## src/rtl/bcd_down_timer_pkg.sv

```systemverilog
// Shared BCD constants and the load-time digit clamp
// for the multi-decade down timer.
package bcd_down_timer_pkg;

    localparam int        BCD_W    = 4;
    localparam logic [3:0] BCD_MAX  = 4'd9;
    localparam logic [3:0] BCD_ZERO = 4'd0;

    // Digits above 9 become 9 when clamping is enabled.
    function automatic logic [BCD_W-1:0] bcd_clamp(
        input logic [BCD_W-1:0] d,
        input logic             clamp_en
    );
        logic [BCD_W-1:0] r;
        r = d;
        if (clamp_en && (d > BCD_MAX)) begin
            r = BCD_MAX;
        end
        return r;
    endfunction

endpackage

```

## src/rtl/bcd_down_timer_digit.sv

```systemverilog
// One BCD decade with synchronous load and a borrow
// output toward the next more significant decade.
module bcd_digit_down
    import bcd_down_timer_pkg::*;
(
    input  logic             clk,
    input  logic             rst,
    input  logic             load,
    input  logic [BCD_W-1:0] load_val,
    input  logic             dec_in,
    output logic [BCD_W-1:0] digit,
    output logic             borrow_out
);

    always_ff @(posedge clk) begin
        if (rst) begin
            digit <= BCD_ZERO;
        end else if (load) begin
            digit <= load_val;
        end else if (dec_in) begin
            if (digit == BCD_ZERO) begin
                digit <= BCD_MAX;
            end else begin
                digit <= digit - 4'd1;
            end
        end
    end

    assign borrow_out = dec_in & (digit == BCD_ZERO);

endmodule

```

## src/rtl/bcd_down_timer.sv

```systemverilog
// Multi-decade BCD down timer with load, pause,
// one-shot / auto-reload modes and a done pulse.
module bcd_down_timer
    import bcd_down_timer_pkg::*;
#(
    parameter int DIGITS    = 4,
    parameter bit CLAMP_BCD = 1'b1
) (
    input  logic                      clk,
    input  logic                      rst,
    input  logic                      load,
    input  logic [BCD_W*DIGITS-1:0]   load_val,
    input  logic                      en,
    input  logic                      hold,
    input  logic                      auto_reload,
    output logic [BCD_W*DIGITS-1:0]   count,
    output logic                      running,
    output logic                      zero,
    output logic                      done
);

    localparam int CW = BCD_W * DIGITS;
    localparam logic [CW-1:0] ONE = CW'(1);

    logic [CW-1:0] clamped;
    logic [CW-1:0] reload_reg;
    logic [CW-1:0] dig_val;
    logic [DIGITS:0] dec;
    logic          tick;
    logic          expire;
    logic          reload_now;
    logic          dig_load;

    assign tick       = en & running & ~hold;
    assign expire     = tick & (count == ONE);
    assign reload_now = expire & auto_reload & ~load;
    assign dig_load   = load | reload_now;
    assign dig_val    = load ? clamped : reload_reg;
    assign dec[0]     = tick & ~load;
    assign zero       = (count == '0);

    genvar g;
    generate
        for (g = 0; g < DIGITS; g++) begin : g_dig
            assign clamped[g*BCD_W +: BCD_W] =
                bcd_clamp(load_val[g*BCD_W +: BCD_W],
                          CLAMP_BCD);

            bcd_digit_down u_digit (
                .clk        (clk),
                .rst        (rst),
                .load       (dig_load),
                .load_val   (dig_val[g*BCD_W +: BCD_W]),
                .dec_in     (dec[g]),
                .digit      (count[g*BCD_W +: BCD_W]),
                .borrow_out (dec[g+1])
            );
        end
    endgenerate

    // Top-decade borrow only fires when counting below 0,
    // which expiry handling prevents.
    logic unused_borrow;
    assign unused_borrow = dec[DIGITS];

    always_ff @(posedge clk) begin
        if (rst) begin
            reload_reg <= '0;
            running    <= 1'b0;
            done       <= 1'b0;
        end else if (load) begin
            reload_reg <= clamped;
            running    <= (clamped != '0);
            done       <= 1'b0;
        end else begin
            done <= expire;
            if (expire && !auto_reload) begin
                running <= 1'b0;
            end
        end
    end

endmodule

```

## config.mk

```make
export PLATFORM = sky130hd
export DESIGN_NAME = bcd_down_timer
export DESIGN_NICKNAME = d
export VERILOG_FILES = /design/src/rtl/bcd_down_timer_pkg.sv /design/src/rtl/bcd_down_timer_digit.sv /design/src/rtl/bcd_down_timer.sv
export SDC_FILE = /design/constraint.sdc
export NUM_CORES = 1
export LEC_CHECK = 0
export ABC_AREA = 0
export BUFFER_PORTS_ARGS = -buffer_cell sky130_fd_sc_hd__buf_4
export CAP_MARGIN = 20
export CORE_MARGIN = 2
export CORE_UTILIZATION = 46
export CTS_BUF_LIST = sky130_fd_sc_hd__clkbuf_4
export CTS_CLUSTER_DIAMETER = 50
export DETAILED_ROUTE_END_ITERATION = 10
export PLACE_DENSITY = 0.75
export RECOVER_POWER = 25
export SLEW_MARGIN = 20
export SYNTH_ARGS = -nofsm -noshare
export SYNTH_HDL_FRONTEND = slang
export SYNTH_HIERARCHICAL = 1
export SYNTH_SLANG_ARGS = --single-unit
```

## constraint.sdc

```tcl
create_clock -name clk -period 6.2 [get_ports clk]
set_clock_uncertainty 0.05 [all_clocks]
set_input_delay 0.31 -clock clk [delete_from_list [all_inputs] [get_ports clk]]
set_output_delay 0.31 -clock clk [all_outputs]
set_load 0.01 [all_outputs]
```

==> metrics.csv <==
metric;value;unit
Max Freq;250.6;MHz
antenna diode count;0;
Initial Util;47.25;%
fin crit period;3991;ps
post-route ant nets;0;
DRT Pass-1 Iters;4;
area grow syn2layout;21.57;%
Crit. End Element;flip-flop;
Routability Congestion;0.8083;
FILL cells;367;
Clock Sinks;34;
first-pass GRT wire length;6810;µm
Comb power frac;18.0;%
CTS clock-pin slew for the worst setup and hold paths;100;ps
largest net degree at the start of global routing;33;
CTS Hold Bufs;0;
cts bufs inserted;5;
Chip Width;65.09;µm
Cell Area, Synth;1717;µm²
via count;1534;
Final Cycle Share;64.36;%
YS warnings;6;
Iteration-0 DRC Markers;94;
CTS root buffer;clkbuf_4;
cell row count;22;
post-route setup slack;2210;ps
chip height;65.09;µm
Internal;324.8;µW
Unique masters post-synth;33;
CTS max path bufs;2;
H-tree levels;2;
worst vdd ir;0.0001082;V
post-cts resize count;0;
Yosys reg bits;34;
net switching fraction of the power;27.93;%
CORE AREA;3633;µm²
ordered cell list for the critical path;nand2_1 > nor3_1 > or3b_1 > nor3_2 > or3b_1 > nor3_2 > or3b_1 > nor3_2 > or3b_1 > a21oi_1 > a221oi_1;
syn_area_per_cell;8.670;µm²
Slew HR;30.49;%
crit-path max FO;6;
drt total wl;3980;µm
final hold slack;258.1;ps
pwr dens;215.9;nW/µm²
Buffers on Ports;40;
post-route design area;2087;µm²
HPWL Detailed;2853;µm
clock latency on the worst-skew pair;330;ps
crit-path most repeated cell;or3b_1;
startpoint types;flip-flop;
worst path required time;6320;ps
post-CTS setup buffer count;0;
Final Hold Vio Count;0;
gr usage total;21.09;%
Worst-Margin Slew;1043;ps
synthesized instance count;198;
worst hold path type;primary input to flip-flop;
Seq pwr share;54.9;%
Die ar.;4237;µm²
CP delay by family, top;simple AND/OR/NAND/NOR gates;
final setup TNS;0;ps
Psw;125.9;µW
maxcap violations;0;
Final setup viols;0;
Clk pwr share;27.2;%
layout cells sized above 1;24.89;%
Power Total;450.7;µW
register area share after synthesis;39.65;%
Syn Nets;220;
DRC;0;
DP Worst Slack;2208;ps
RSZ-0062 raised after global routing;false;
kind of critical path;flip-flop to flip-flop;
Routed WL per cell;13.96;µm
vias in the first global route;1480;
vias per cell;5.382;
critical path buffer and inverter count;0;
antenna violations before repair;0;
P_leak;0.9045;nW
grt ovf;0;
status;finished clean;
I/O pin count;41;
Post-DP Area;2038;µm²
critical path's largest stage delay;430;ps
CTS tree;done;
crit path DAT;4110;ps
Slew Viols, Final;0;
critical path's slowest cell;or3b_1;
nets;259;
==> cell usage in the layout, fill, tap and decap left out, types with 8 or more instances in the layout <==
cell type	instances
inv_1	18
nor2_1	17
o21ai_0	8
and2_1	12
buf_4	39
dfxtp_1	34
a211oi_1	8
a21oi_1	8
==> worst paths after layout <==
check                            startpoint                         to  slack, ps  depth (start not counted)
worst max-delay path                running  g_dig[3].u_digit/digit[2]       2210                         11
worst min register to register      running                    running        460                          2
worst max register to register      running  g_dig[3].u_digit/digit[2]       2210                         11
worst min-delay path            load_val[3]  g_dig[0].u_digit/digit[2]        260                          4
==> metrics by stage <==
stage                     utilization (%)  instances
after floorplan                         -        198
after global placement              56.09        278
after detailed placement            56.09        278
after CTS                           57.54        285
after global routing                57.44        285
final                               57.44        285
==> power by group through the flow <==
stage               clock network [mW]  logic (mW)  registers, mW
detailed placement                   0      0.0816          0.252
finish                           0.122      0.0810          0.247
floorplan                            0      0.0436          0.252
global route                     0.136      0.0907          0.250
global placement                     0      0.0811          0.252
CTS                              0.124      0.0819          0.247
==> logic make-up (layout without fill, tap and decap cells) <==
group                     count (synthesis)  in the layout  share of synthesized area, %
AOI/OAI and AO/OA                        51             51                         21.14
muxes                                     8              8                         4.956
buffers and inverters                    27             66                         6.413
xor gates and xnor gates                  4              4                         2.041
and+or+nand+nor                          74             74                         25.80
DFF                                      34             34                         39.65
==> synth_stat cells <==
cell / count / area, µm²
a211oi_1: 8 / 60.06
inv_2: 1 / 3.750
o31a_2: 4 / 40.04
a22o_1: 7 / 61.31
o31ai_1: 4 / 30.03
nor3_1: 2 / 10.01
a221oi_1: 4 / 35.03
o41ai_1: 1 / 8.760
nand4_1: 1 / 6.260
nor3_2: 4 / 40.04
o2bb2ai_1: 1 / 8.760
mux2i_1: 4 / 40.04
nor2_1: 17 / 63.81
buf_4: 2 / 15.01
inv_1: 18 / 67.56
nor2b_1: 5 / 31.28
and3_1: 2 / 12.51
and2_1: 16 / 100.1
dfxtp_1: 34 / 680.7
o21ai_0: 8 / 40.04
mux2_2: 4 / 45.04
buf_2: 1 / 5.000
nand2b_1: 4 / 25.02
nor4_1: 7 / 43.79
nand2_1: 6 / 22.52
a31oi_1: 5 / 31.28
nor4b_1: 4 / 35.03
a21oi_1: 8 / 40.04
and4_1: 2 / 17.52
clkbuf_1: 5 / 18.77
or3b_1: 4 / 35.03
xor2_1: 4 / 35.03
a21o_1: 1 / 7.510
==> worst register-to-register path: cells and delay by family, from the launching register on <==
family,cells,cell delay (ps)
and+or+nand+nor,9,3090
DFF,1,390
AOI/OAI and AO/OA,2,280
==> metal layers <==
metal / GRT usage (%) / share of wire [%]
met4: 7.031 / 1.2
met1: 26.59 / 47
met3: 6.164 / 5.5
met5: 0 / 0
met2: 34.66 / 46
==> cell type report <==
type,count,area (µm²),area share [%]
Tap cell,48,60.06,2.878
Clock buffer,7,52.55,2.518
Inverter,19,71.32,3.417
Timing Repair Buffer,40,296.5,14.21
Multi-Input combinational cell,137,925.9,44.36
Sequential cell,34,680.7,32.61
Power figures use the tool's default switching activity.
